==> src/rtl/if_fetch.sv <==
// Fetch stage: owns the PC, issues credit-limited sequential fetches and buffers responses for decode.
// Response-to-inst_valid latency is one cycle; imem and decode both use valid/ready, and decode stalls hold the head.

module if_fetch_fifo #(
  parameter int W     = 32,
  parameter int DEPTH = 2
) (
  input  logic                   clk,
  input  logic                   rstn,
  input  logic                   flush,
  input  logic                   push,
  input  logic [W-1:0]           wdata,
  input  logic                   pop,
  output logic [W-1:0]           head,
  output logic [$clog2(DEPTH):0] count
);
  localparam int AW = $clog2(DEPTH);
  localparam int CW = AW + 1;

  logic [W-1:0]  mem [DEPTH];
  logic [AW-1:0] rd_ptr;
  logic [AW-1:0] wr_ptr;
  logic          empty;
  logic          full;
  logic          do_push;
  logic          do_pop;

  assign empty   = (count == '0);
  assign full    = (count == CW'(DEPTH));
  assign do_push = push && !flush;
  assign do_pop  = pop && !empty && !flush;
  assign head    = mem[rd_ptr];

  always_ff @(posedge clk or negedge rstn) begin
    if (!rstn) begin
      rd_ptr <= '0;
      wr_ptr <= '0;
      count  <= '0;
    end else if (flush) begin
      rd_ptr <= '0;
      wr_ptr <= '0;
      count  <= '0;
    end else begin
      if (do_push) wr_ptr <= wr_ptr + AW'(1);
      if (do_pop)  rd_ptr <= rd_ptr + AW'(1);
      case ({do_push, do_pop})
        2'b10:   count <= count + CW'(1);
        2'b01:   count <= count - CW'(1);
        default: count <= count;
      endcase
    end
  end

  always_ff @(posedge clk) begin
    if (do_push) mem[wr_ptr] <= wdata;
  end

  // The credit rule upstream must make this unreachable.
  always @(posedge clk) begin
    if (rstn && do_push) assert (!full);
  end
endmodule

module if_fetch #(
  parameter logic [31:0] RESET_PC = 32'h0000_0000,
  parameter int          DEPTH    = 2
) (
  input  logic        clk,
  input  logic        rstn,
  output logic        imem_req_valid,
  input  logic        imem_req_ready,
  output logic [31:0] imem_req_addr,
  input  logic        imem_rsp_valid,
  input  logic [31:0] imem_rsp_data,
  output logic        inst_valid,
  input  logic        inst_ready,
  output logic [31:0] inst,
  output logic [31:0] inst_pc,
  input  logic        redir_valid,
  input  logic [1:0]  redir_npcop,
  input  logic [31:0] redir_pc,
  input  logic [25:0] redir_imm,
  input  logic [31:0] redir_rs,
  output logic        err_misalign
);
  localparam int          CW    = $clog2(DEPTH) + 1;
  localparam logic [CW:0] LIMIT = (CW + 1)'(DEPTH);

  localparam logic [1:0] NPC_PLUS4  = 2'b00;
  localparam logic [1:0] NPC_BRANCH = 2'b01;
  localparam logic [1:0] NPC_JUMP   = 2'b10;
  localparam logic [1:0] NPC_JR     = 2'b11;

  typedef enum logic {BOOT, RUN} state_t;
  state_t state, state_nxt;

  logic [31:0]   pc;
  logic [31:0]   target;
  logic [31:0]   seq_pc;
  logic [31:0]   br_off;
  logic [31:0]   pc_tag;
  logic [63:0]   head;
  logic [CW-1:0] outst;
  logic [CW-1:0] drop;
  logic [CW-1:0] count;
  logic [CW:0]   inflight;
  logic          redir_take;
  logic          req_fire;
  logic          push;
  logic          pop;

  assign redir_take   = redir_valid && (redir_npcop != NPC_PLUS4);
  assign err_misalign = redir_valid && (redir_npcop == NPC_JR) && (redir_rs[1:0] != 2'b00);
  assign seq_pc       = redir_pc + 32'd4;
  assign br_off       = {{14{redir_imm[15]}}, redir_imm[15:0], 2'b00};

  always_comb begin
    target = {redir_rs[31:2], 2'b00};
    case (redir_npcop)
      NPC_BRANCH: target = seq_pc + br_off;
      NPC_JUMP:   target = {seq_pc[31:28], redir_imm, 2'b00};
      default:    target = {redir_rs[31:2], 2'b00};
    endcase
  end

  // Buffered words plus every request still in flight (stale ones included) share DEPTH credits.
  assign inflight = {1'b0, count} + {1'b0, outst};

  always_ff @(posedge clk or negedge rstn) begin
    if (!rstn) state <= BOOT;
    else       state <= state_nxt;
  end

  always_comb begin
    state_nxt      = state;
    imem_req_valid = 1'b0;
    imem_req_addr  = '0;
    case (state)
      BOOT: state_nxt = RUN;
      RUN: begin
        imem_req_valid = (inflight < LIMIT) && !redir_take;
        imem_req_addr  = pc;
      end
      default: state_nxt = BOOT;
    endcase
  end

  assign req_fire = imem_req_valid && imem_req_ready;
  assign push     = imem_rsp_valid && (drop == '0) && !redir_take;
  assign pop      = inst_valid && inst_ready;

  always_ff @(posedge clk or negedge rstn) begin
    if (!rstn) begin
      pc   <= RESET_PC;
      drop <= '0;
    end else begin
      if (redir_take)    pc <= target;
      else if (req_fire) pc <= pc + 32'd4;
      // After a redirect every request still in flight is stale, whether or not it was already marked.
      if (redir_take)                         drop <= outst - CW'(imem_rsp_valid);
      else if (imem_rsp_valid && drop != '0)  drop <= drop - CW'(1);
    end
  end

  // Address tags of outstanding requests; its occupancy is the outstanding count.
  if_fetch_fifo #(.W(32), .DEPTH(DEPTH)) u_addr_q (
    .clk   (clk),
    .rstn  (rstn),
    .flush (1'b0),
    .push  (req_fire),
    .wdata (pc),
    .pop   (imem_rsp_valid),
    .head  (pc_tag),
    .count (outst)
  );

  if_fetch_fifo #(.W(64), .DEPTH(DEPTH)) u_inst_q (
    .clk   (clk),
    .rstn  (rstn),
    .flush (redir_take),
    .push  (push),
    .wdata ({imem_rsp_data, pc_tag}),
    .pop   (pop),
    .head  (head),
    .count (count)
  );

  assign inst_valid = (count != '0);
  assign inst       = inst_valid ? head[63:32] : '0;
  assign inst_pc    = inst_valid ? head[31:0]  : '0;
endmodule
==> config.mk <==
export PLATFORM = sky130hd
export DESIGN_NAME = if_fetch
export DESIGN_NICKNAME = d
export VERILOG_FILES = /design/src/rtl/if_fetch.sv
export SDC_FILE = /design/constraint.sdc
export NUM_CORES = 1
export LEC_CHECK = 0
export ABC_AREA = 1
export CORE_UTILIZATION = 46
export CTS_CLUSTER_DIAMETER = 100
export DETAILED_ROUTE_END_ITERATION = 12
export HOLD_SLACK_MARGIN = 0.03
export MAX_ROUTING_LAYER = met4
export PLACE_DENSITY = 0.71
export SYNTH_ARGS = -nofsm -noshare
export SYNTH_HDL_FRONTEND = slang
export SYNTH_SLANG_ARGS = --single-unit
==> constraint.sdc <==
create_clock -name clk -period 4.4 [get_ports clk]
set_input_delay 0.44 -clock clk [delete_from_list [all_inputs] [get_ports clk]]
set_output_delay 0.44 -clock clk [all_outputs]
set_load 0.1 [all_outputs]
# Word-level counts from Yosys, hierarchy flattened
# Memories as Yosys holds them, arrays and structs flattened.
# Cells that the tools add are included.
# totals
reg_bits	43
ram_bits	192
inputBits	130
out_inout_bits	99
wordCells	82
memories	2
# memory_table
memory	words	word_bits	read_ports	rd_ports_with_merged_regs	wr	line	source
u_inst_q.mem	2	64	1	0	1	20	logic [W-1:0] mem [DEPTH];
u_addr_q.mem	2	32	1	0	1	20	
# classes
addsub	14
order_cmp	1
eq_ne	7
mux	20
n_reduce_logical	29
# ops
cell	count
$mux 32	5
$add 32x3->32 const B	2
$pmux 32 s2	1
$add 32x32->32	1
$reduce_bool 2->1	9
$logic_and 1x1->1	13
$mux 1	9
$eq 2x2->1 const B	4
$pmux 2 s2	2
$eq 2x1->1 const B	3
$logic_not 2->1	3
$mux 2	3
$sub 2x1->2 const B	3
$add 1x1->1 const B	4
$add 2x1->2 const B	2
$add 2x2->3	1
$logic_not 1->1	3
$lt 3x2->1 const B	1
$reduce_bool 3->1	1
$sub 2x1->2	1

# Longest topological paths before layout
# Gate-level depths: netlist (run 1).
# depth
word_depth	8
depth_mapped	25

# Hierarchy
# Synthesis (run 1) repeated with hierarchy kept, for this count alone.
# unflattened
hier_cells	1788
area_unflattened_um2	13988.4
# by_module_without_submodules
module	n_inst	cells_per_inst	area_per_inst_um2	seq_area_each_um2
if_fetch	1	1221	6563.8	875.8
if_fetch_fifo at u_inst_q	1	367	4870.9	3943.8
if_fetch_fifo at u_addr_q	1	200	2553.7	2021.9

# Worst setup path before layout (run 1)
# No wires, ideal clock.
# synth_timing
path_type	register -> register
from	register u_inst_q.count[0]
to	memory u_addr_q.mem[0][0], enable pin
setup_ps	421
arrival_ps	4010
required_time_ps	3979
slack_ps	-31
path_stages_with_launch	8
n_path_buf	1
period_less_slack_ps	4431
cell_sequence	dfrtp_1 > nand2_1 > inv_1 > fa_1 > nor4_4 > nand2_2 > clkbuf_1 > nor2_1
# synth_between
elab_chain_cells	7
# synth_rtl
item	line	source
start, declared	15	output logic [$clog2(DEPTH):0] count
start signal, assigned	47	2'b10: count <= count + CW'(1);
start signal, assigned	48	2'b01: count <= count - CW'(1);
start signal, assigned	49	default: count <= count;
$add 2x2->3	127	assign inflight = {1'b0, count} + {1'b0, outst};
$lt 3x2->1	141	imem_req_valid = (inflight < LIMIT) && !redir_take;
$logic_and 1x1->1	141	
$mux 1	138	case (state)
via imem_req_valid	70	output logic imem_req_valid,
$logic_and 1x1->1	148	assign req_fire = imem_req_valid && imem_req_ready;
$mux 1	55	if (do_push) mem[wr_ptr] <= wdata;
$mux 1 (not written as such)	55	
end, declared	20	
# The timed path passes the listed nets, and every way through them passes these cells.

# Worst setup path in the final report (run 1)
# layout_timing
from	input port redir_pc[2]
to	register pc[29]
# layout_between
elab_chain_cells	4
# layout_rtl
item	line	source
start, declared	81	input logic [31:0] redir_pc,
$add 32x3->32 *	114	assign seq_pc = redir_pc + 32'd4;
$add 32x32->32	120	NPC_BRANCH: target = seq_pc + br_off;
$pmux 32 s2 *	119	case (redir_npcop)
$mux 32 *	157	if (redir_take) pc <= target;
end signal, assigned	157	
end signal, assigned	158	else if (req_fire) pc <= pc + 32'd4;
end, declared	97	logic [31:0] pc;
# Every way passes the cells marked *; elsewhere a longest branch is shown, timed or not.
# A chain may end at the register's enable or synchronous reset.

==> results of run 1 <==
==> power by group through the flow <==
stage	Clock [mW]	Sequential (mW)	Combinational, mW
finish	1.81	3.26	5.16
global route	1.92	3.30	5.48
CTS	1.84	3.25	5.18
detailed placement	0	3.30	5.17
global placement	0	3.28	5.11
floorplan	0	3.12	4.00
==> cell families after synthesis <==
logic type / Yosys count / synth area share [%]
AO/OA/AOI/OAI: 236 / 9.14
XOR/XNOR: 39 / 2.47
adder cells (fa/ha/maj): 45 / 4.17
buffers and inverters: 267 / 7.31
flip-flops: 235 / 49.4
other: 1 / 0.0271
AND/OR/NAND/NOR: 914 / 27.5
==> flip-flops by register name (all words and copies together) (netlist names) <==
signal	count
drop	2
u_addr_q.wr_ptr	1
u_addr_q.rd_ptr	1
state	1
u_addr_q.mem	64
u_addr_q.count	2
u_inst_q.wr_ptr	1
u_inst_q.count	2
u_inst_q.mem	128
u_inst_q.rd_ptr	1
pc	32
==> metrics by stage <==
step	hold slack (ps)	TNS [ps]
floorplan	144	-2000
global placement	485	0
detailed placement	501	0
CTS	38.5	0
global route	74.6	0
finish	35.3	0
==> cell type report <==
cell class	count	area (um^2)
fill	2703	12400
sequential	235	6840
multi-input combinational	1235	6020
timing repair buffer	255	2430
inverter	211	792
clock buffer	31	636
tap	390	488
clock inverter	11	63.8
==> layer usage <==
metal | up-vias | wire [um] | GRT usage [%]
li1 | 6116 | - | -
met1 | 5669 | 16900 | 32.3
met2 | 363 | 20000 | 47.0
met3 | 71 | 1950 | 2.47
met4 | 0 | 1420 | 9.89
met5 | - | 0 | -
==> how the worst min path moves through the flow <==
stage | start | endpoint | slack (ps) | cells past startpoint
final | rstn | pc[16] | 40 | 2
after global routing | rstn | u_inst_q.count[1] | 70 | 2
after CTS | rstn | pc[10] | 40 | 2
after detailed placement | pc[1] | u_addr_q.mem[0][1] | 500 | 0
after global placement | pc[1] | u_addr_q.mem[1][1] | 490 | 0
after floorplan | rstn | drop[0] | 140 | 0
==> critical path, stage by stage <==
cell and delay (ps):
clkdlybuf4s50_1 510, inv_1 90, nor2_2 180, nand2_2 130
nor3_2 280, nand3_1 180, nor2_1 220, nand3_1 120
xor2_1 150, inv_1 60, ha_1 450, nand2_1 150
nor2_1 220, nand2_1 130, nor3_1 170, nand2_1 170
nand3_1 130, nand3_1 80, nand2_1 110, nand2_1 90
a21oi_1 140
==> cell usage in the layout, fill, tap and decap left out, drive strengths merged, types with 13 or more instances in the layout <==
cell type,Yosys,layout
nand2,606,606
inv,209,211
dfrtp,43,43
edfxtp,192,192
clkdlybuf4s50,0,192
o21ai,61,61
xor2,28,28
buf,11,63
nor3,28,28
clkbuf,45,31
nand3,82,82
nor2,168,168
nand4,13,13
a21oi,139,139
ha,43,43
==> metrics.txt, run 1 <==
status finished, final reports clean; most common cell in the synthesized netlist nand2_1; post-route clock period utilization a little under nine tenths; post-route setup slack around 630 ps; dpl hpwl 31.1 mm; Critical Path RT around 4800 ps; CTS max path bufs 3; Max Cap Viol 0; Psw about 5.1 mW; Peak VDD IR 297 uV; post-CTS sizing 0; count of cell types in the netlist 47; GP Congestion about 0.98; worst setup path startpoint redir_pc[2]; RSZ-0062 raised after global routing no; Worst-Margin Slew 1280 ps; Detail Route Antenna Nets 0; largest net degree at the start of global routing 65; final cell count without fillers 2,368; Seq pwr share 31.9%; CTS H-Tree Depth 1; Post-Syn Area per Cell 7.97 um^2; nets 2,136; Yosys Warn Count 0; ANT cells 0; Reg clk slew, reported paths 70 ps; fraction of layout cells with a size suffix above 1 7.48%; PortBufs between 200 and 250; Comb pwr share 50.5%; Synth Net Count roughly 1,900; DIE HEIGHT 176 um; Final Hold Fails 0; Hold Path Class in -> async; Worst Setup Path Type in -> reg; DR WL/cell 17.0 um; pwr dens 592 nW/um^2; Post-Syn Instances 1,737; Worst Setup Slack post-DPL around 75 ps; via count 12,219; Worst R2R Path Depth 10; register area share after synthesis 49.4%; Static Leak 7.56 nW; first-pass GRT wire length between 60 and 70 mm; Final Cell Area 17,300 um^2; Critical Path Fanout Max 7; switching share of power between 50% and 60%; Post-synth EDFFs 192; CTS sink count 235; # DRC 0; ys flop type edfxtp_1; Yosys top cell by area edfxtp_1; Final Power 10.2 mW; final setup fails 0; Synth-to-Final Area Change 24.7%; Rel. slew slack 14.6%; Clk Tree Root Cell clkbuf_16; utilization after layout 58.3%; vias in the first global route 12,015; TritonCTS buffer count 23; DRT Wirelength ~40 mm; via/cell ratio around 5.2; post-synth top area share 41.6%; crit end category register; num rows 63; Cell Area, Placed 16,600 um^2; top post-synthesis cells by area edfxtp_1, nand2_1, dfrtp_1, inv_1, a21oi_1; worst r2r dst pc[15]; power share of the clock group between 10% and 20%; CTS tree yes; dpl cells roughly 2,300; clock latency on the worst-skew pair 520 ps; max-slew violations 0; Layout Skew 25.1 ps; Setup Fix Bufs, Post-CTS 0; r2r setup slk 1610 ps; Max Clk Rate 265 MHz; total global routing overflow 0; critical path capture point pc[29]; 1st-iter DRT viols 769; Initial Util 46.7%; top post-synthesis cells by count nand2_1, inv_1, edfxtp_1; Total GRT Usage 26.9%; Post-Synthesis Cell Area 13,900 um^2; internal power 5.08 mW; CP Launch Type primary input; Die Footprint 30,800 um^2; Core Footprint 29,600 um^2; Hold Buf Count CTS 0; Yosys reg bits 235; crit path time final 3770 ps; IO Pins roughly 230; post-synthesis async set-or-reset flop share 18.3%; worst flop-to-flop path startpoint u_inst_q.count[0]; Worst Path Arrival 4200 ps; drt pass-1 iters 5; chip width 176 um; initial antenna violation count 0
No activity file was read; power rests on OpenSTA's default activity.
==> run 2: changes to the inputs <==
--- a/config.mk
+++ b/config.mk
@@ -7,6 +7,7 @@
 export LEC_CHECK = 0
 export ABC_AREA = 1
 export CORE_UTILIZATION = 46
+export CTS_BUF_LIST = sky130_fd_sc_hd__clkbuf_4
 export CTS_CLUSTER_DIAMETER = 100
 export DETAILED_ROUTE_END_ITERATION = 12
 export HOLD_SLACK_MARGIN = 0.03
==> run 2 against run 1 <==
  * Sequential cell count unchanged
  * Power down 0.96%
  * Global-route usage up 0.29 points
  * Via count up 1.3%
  * Combinational power about the same
  * Sequential share of layout area about the same
  * Utilization about the same
  * Final area about the same
  * Sequential power about the same
  * Clock skew up 8.3 ps
  * Critical endpoint is now inst_pc[19]
  * Largest power group unchanged
==> metrics.txt, run 2 (synthesized netlist as in run 1, its figures left out) <==
Die Footprint 30,800 um^2; fraction of layout cells with a size suffix above 1 9.69%; Worst Setup Path Type reg -> out; Initial Util 46.7%; first-pass GRT wire length approximately 63 mm; TritonCTS buffer count 53; drt pass-1 iters 5; vias in the first global route ~12,000; dpl hpwl 31.1 mm; pwr dens 586 nW/um^2; status finished, final reports clean; crit end category output pin; fillers 2,732; crit path time final 3870 ps; CTS H-Tree Depth 2; DIE HEIGHT 176 um; max-slew violations 0; Psw a little over 5 mW; 1st-iter DRT viols 753; Largest register FFs between 100 and 150; Worst-Margin Slew between 1000 and 1500 ps; dpl cells between 2,000 and 2,500; Static Leak about 7.6 nW; Max Clk Rate 259 MHz; biggest regs u_inst_q.mem (128), u_addr_q.mem (64), pc (32); DR WL/cell 16.7 um; num rows 63; Reg clk slew, reported paths around 70 ps; Rel. slew slack 16.3%; Core Footprint 29,600 um^2; final setup fails 0; Hold Path Origin redir_pc[1]; internal power 4.96 mW; via/cell ratio 5.11; PortBufs 228; Fin Hold WS 359 ps; Layout Skew between 30 and 40 ps; IO Pins 229; Critical Path RT 3960 ps; chip width approximately 180 um; CTS tree yes; Detail Route Antenna Nets 0; worst r2r dst pc[15]; largest net degree at the start of global routing 65; worst flop-to-flop path startpoint u_inst_q.count[0]; initial antenna violation count 1; Hold Buf Count CTS 1; Synth-to-Final Area Change 24.8%; post-CTS sizing 0; Peak VDD IR 283 uV; WHS Endpoint pc[1]; GP Congestion between 0.9 and 1; Comb pwr share 51.0%; final cell count without fillers ~2,400; via count 12,375; power share of the clock group between 10% and 20%; WHS Path Cells 3; Final Cell Area 17,300 um^2; r2r setup slk 1600 ps; Setup Fix Bufs, Post-CTS 0; commonest non-fill, non-tap cells in the layout nand2_1, inv_1, clkdlybuf4s50_1, edfxtp_1, nor2_1; nets 2,167; CTS sink count 235; Max Cap Viol 0; Top reg by flops u_inst_q.mem; setup TNS 0 ps; post-route clock period utilization 87.9%; total global routing overflow 0; Critical Path Fanout Max 43; CTS max path bufs 3; Final Hold Fails 0; Total GRT Usage 27.2%; Cell Area, Placed 16,600 um^2; Seq pwr share 32.1%; DRT Wirelength 40.6 mm; Hold Path Class in -> reg; # DRC 0; commonest non-fill, non-tap cell in the layout nand2_1; Clk Tree Root Cell clkbuf_4; CP Launch Type register; switching share of power 51.0%; Worst Path Arrival 3430 ps; Worst R2R Path Depth 10; clock latency on the worst-skew pair 650 ps; RSZ-0062 raised after global routing no
-- run 2: cell types whose count changed in the layout (fill, tap and decap cells not counted), moves of 2 or more --
| cell | before | now |
|---|---|---|
| inv_6 | 2 | 0 |
| clkbuf_4 | 0 | 74 |
| clkinv_2 | 2 | 4 |
| clkinv_4 | 2 | 0 |
| clkbuf_16 | 23 | 0 |
| clkbuf_1 | 5 | 0 |
| clkinv_1 | 7 | 17 |
| bufinv_16 | 0 | 2 |
| clkbuf_8 | 3 | 0 |
-- run 2: cell type report --
class	count	area [um^2]	share of cell area, %
sequential	235	6840	39.6
clock buffer	74	556	3.21
timing repair buffer	256	2440	14.1
antenna	1	2.50	0.0145
tap	390	488	2.82
multi-input combinational	1235	6020	34.8
inverter	211	792	4.58
clock inverter	22	144	0.832
-- run 2: critical path, cell delays in order, from the launching register on --
cell and delay (ps):
dfrtp_2 610, inv_2 650, nand2_1 100, a21oi_1 190, clkdlybuf4s50_1 1180
-- run 2: worst max path at each step --
stage                                  from            endpoint  slack, ps
final                       u_inst_q.rd_ptr         inst_pc[19]        530
after detailed placement        redir_pc[2]              pc[29]         70
after CTS                   u_inst_q.rd_ptr         inst_pc[24]        460
after global placement          redir_pc[2]              pc[29]        120
after floorplan           u_inst_q.count[0]  u_addr_q.mem[0][0]        -30
after global routing        u_inst_q.rd_ptr         inst_pc[24]        290
-- run 2: power groups by stage --
stage	Sequential [mW]	Clock, mW	Combinational (mW)
2_1_floorplan	3.12	0	4.00
3_3_place_gp	3.28	0	5.11
3_5_place_dp	3.30	0	5.17
4_1_cts	3.25	1.76	5.18
5_1_grt	3.30	1.86	5.48
6_report	3.26	1.71	5.16
-- run 2: layer usage --
layer,global-route usage (%),routed length (um)
met2,47.3,20200
met1,31.7,16900
met5,-,0
met4,11.3,1420
met3,3.44,2090
-- run 2: metrics by stage --
step                utilization (%)  total power, mW  worst slack (ps)
global placement               55.9             8.39               115
CTS                            58.3             10.2               461
global route                   58.3             10.6               293
finish                         58.3             10.1               533
detailed placement             55.9             8.47              75.0
floorplan                         -             7.12             -31.3
==> run 3: changes to the inputs <==
==> constraint.sdc (replaced) <==
create_clock -name clk -period 4.9 [get_ports clk]
set_input_delay 0.49 -clock clk [delete_from_list [all_inputs] [get_ports clk]]
set_output_delay 0.49 -clock clk [all_outputs]
set_load 0.1 [all_outputs]
==> run 3 against run 2 <==
  * Cell count decreased by 0.12%
  * Register-to-register slack improved by 460 ps
  * Critical path depth increased by 1
  * Routed wire length increased by 2.6%
  * Global-route usage increased by 1.0 points
  * Highest routed layer unchanged
==> metrics.txt, run 3 (synthesized netlist as in run 1, its figures left out) <==
status finished, final reports clean; post-route clock period utilization 78.9%; final setup fails 0; Final Cell Area 17,300 um^2; max-slew violations 0; # DRC 0; DIE HEIGHT 176 um; Rel. slew slack around 20%; nets ~2,200; fraction of layout cells with a size suffix above 1 between 7 and 8%; Static Leak 7.53 nW; worst setup path startpoint u_inst_q.rd_ptr; initial antenna violation count 1; CP max stage cell clkdlybuf4s50_1; dpl hpwl 32.0 mm; IO Pins 229; Worst Setup Slack post-DPL 633 ps; Top reg by flops u_inst_q.mem; GP Congestion 0.938; DRT Wirelength 41.6 mm; biggest regs u_inst_q.mem (128), u_addr_q.mem (64), pc (32); area used by multi-input combinational logic 6020 um^2; Synth-to-Final Area Change 24.7%; Critical Path RT approximately 4400 ps; TritonCTS buffer count 54; pwr dens 524 nW/um^2; drt pass-1 iters 5; Setup Fix Bufs, Post-CTS 0; Final Hold Fails 0; RSZ-0062 raised after global routing no; Die Footprint 30,800 um^2; CTS max path bufs 3; Comb pwr share 51.7%; chip width about 180 um; Hold Path Origin redir_pc[0]; CP Launch Type register; Max Cap Viol 0; Core Footprint roughly 30,000 um^2; FF+latch area 6840 um^2; Cell Area, Placed 16,600 um^2; PortBufs roughly 230; worst flop-to-flop path startpoint u_inst_q.count[0]; first-pass GRT wire length around 65 mm; post-CTS sizing 0; internal power 4.43 mW; largest net degree at the start of global routing 65; Reg clk slew, reported paths 60 ps; Worst-Margin Slew ~1200 ps; Psw 4.62 mW; most used routing layer met2; worst-path cell chain inv_2, buf_4, nand2_1, a21oi_1, clkdlybuf4s50_1; Critical Path Fanout Max 37; switching share of power 51.0%; via count about 12,000; CTS H-Tree Depth 2; post-route setup slack 1030 ps; met2 usage 49.8%; 1st-iter DRT viols 726; Clk Tree Root Cell clkbuf_4; clock latency on the worst-skew pair 630 ps; Hold Path Class in -> reg; Worst Setup Path Type reg -> out; commonest non-fill, non-tap cell in the layout nand2_1; Final Power 9.06 mW; M1 GR Usage between 30% and 40%; Peak VDD IR 282 uV; final cell count without fillers 2,421; crit path time final about 3900 ps; DR WL/cell 17.2 um; commonest non-fill, non-tap cells in the layout nand2_1, clkdlybuf4s50_1, inv_1; Layout Skew 15.8 ps; crit end category output pin; power share of the clock group 16.3%; CTS sink count roughly 240; Max Clk Rate 259 MHz; via/cell ratio between 5 and 6; num rows 63; Hold Buf Count CTS 1; Initial Util 46.7%; GR Layer Usage met3 approximately 3.5%; dpl cells 2,320; setup TNS 0 ps; total global routing overflow 0; CP peak stage delay about 1200 ps; fillers roughly 2,700; Seq pwr share about a third; Total GRT Usage 28.2%; CTS tree yes; Detail Route Antenna Nets 0; Largest register FFs about 130; Worst Path Arrival 3380 ps; vias in the first global route 12,441
-- run 3: cell count changes in the layout (fill, tap and decap cells not counted) --
cell             before  now
inv_2                16   17
clkbuf_4             74   80
bufinv_16             2    0
clkinv_1             17   16
buf_4                59   21
clkinv_4              0    1
buf_12                3    0
clkdlybuf4s50_1     192  227
clkinv_2              4    2
-- run 3: per-layer routing --
layer,vias up,share of wire [%]
met2,362,51
met4,0,3.4
met1,5788,41
met5,-,0
li1,6189,-
met3,67,4.7
-- run 3: final timing paths --
check,to,slack (ps),cells after the start
min,pc[0],420,3
max,inst_pc[22],1030,5
max reg2reg,pc[6],2060,10
max in group asynchronous,u_inst_q.rd_ptr,3610,2
min in group asynchronous,pc[8],580,2
min reg2reg,u_addr_q.mem[0][1],510,0
-- run 3: metrics by stage --
step                utilization, %  hold slack [ps]
finish                        58.3              417
global route                  58.3              371
CTS                           58.3              351
detailed placement            55.9              502
global placement              55.9              498
floorplan                        -              194
-- run 3: area by class of cell --
class | count | area share [%]
antenna | 1 | 0.0145
clock buffer | 80 | 3.48
clock inverter | 19 | 0.478
inverter | 211 | 4.58
multi-input combinational | 1235 | 34.9
sequential | 235 | 39.6
tap | 390 | 2.82
timing repair buffer | 250 | 14.2
-- run 3: worst max-delay path, delay by kind of cell (launching register included) --
kind	cells	cell delay, ps
AOI/OAI and AO/OA	1	200
DFF	1	410
buffers and inverters	3	2020
and+or+nand+nor	1	80
-- run 3: power by group through the flow --
stage / clock network (mW) / logic (mW) / registers (mW)
detailed placement: 0 / 4.69 / 2.94
finish: 1.48 / 4.68 / 2.90
CTS: 1.52 / 4.71 / 2.90
floorplan: 0 / 3.60 / 2.80
global placement: 0 / 4.66 / 2.92
global route: 1.62 / 4.99 / 2.94
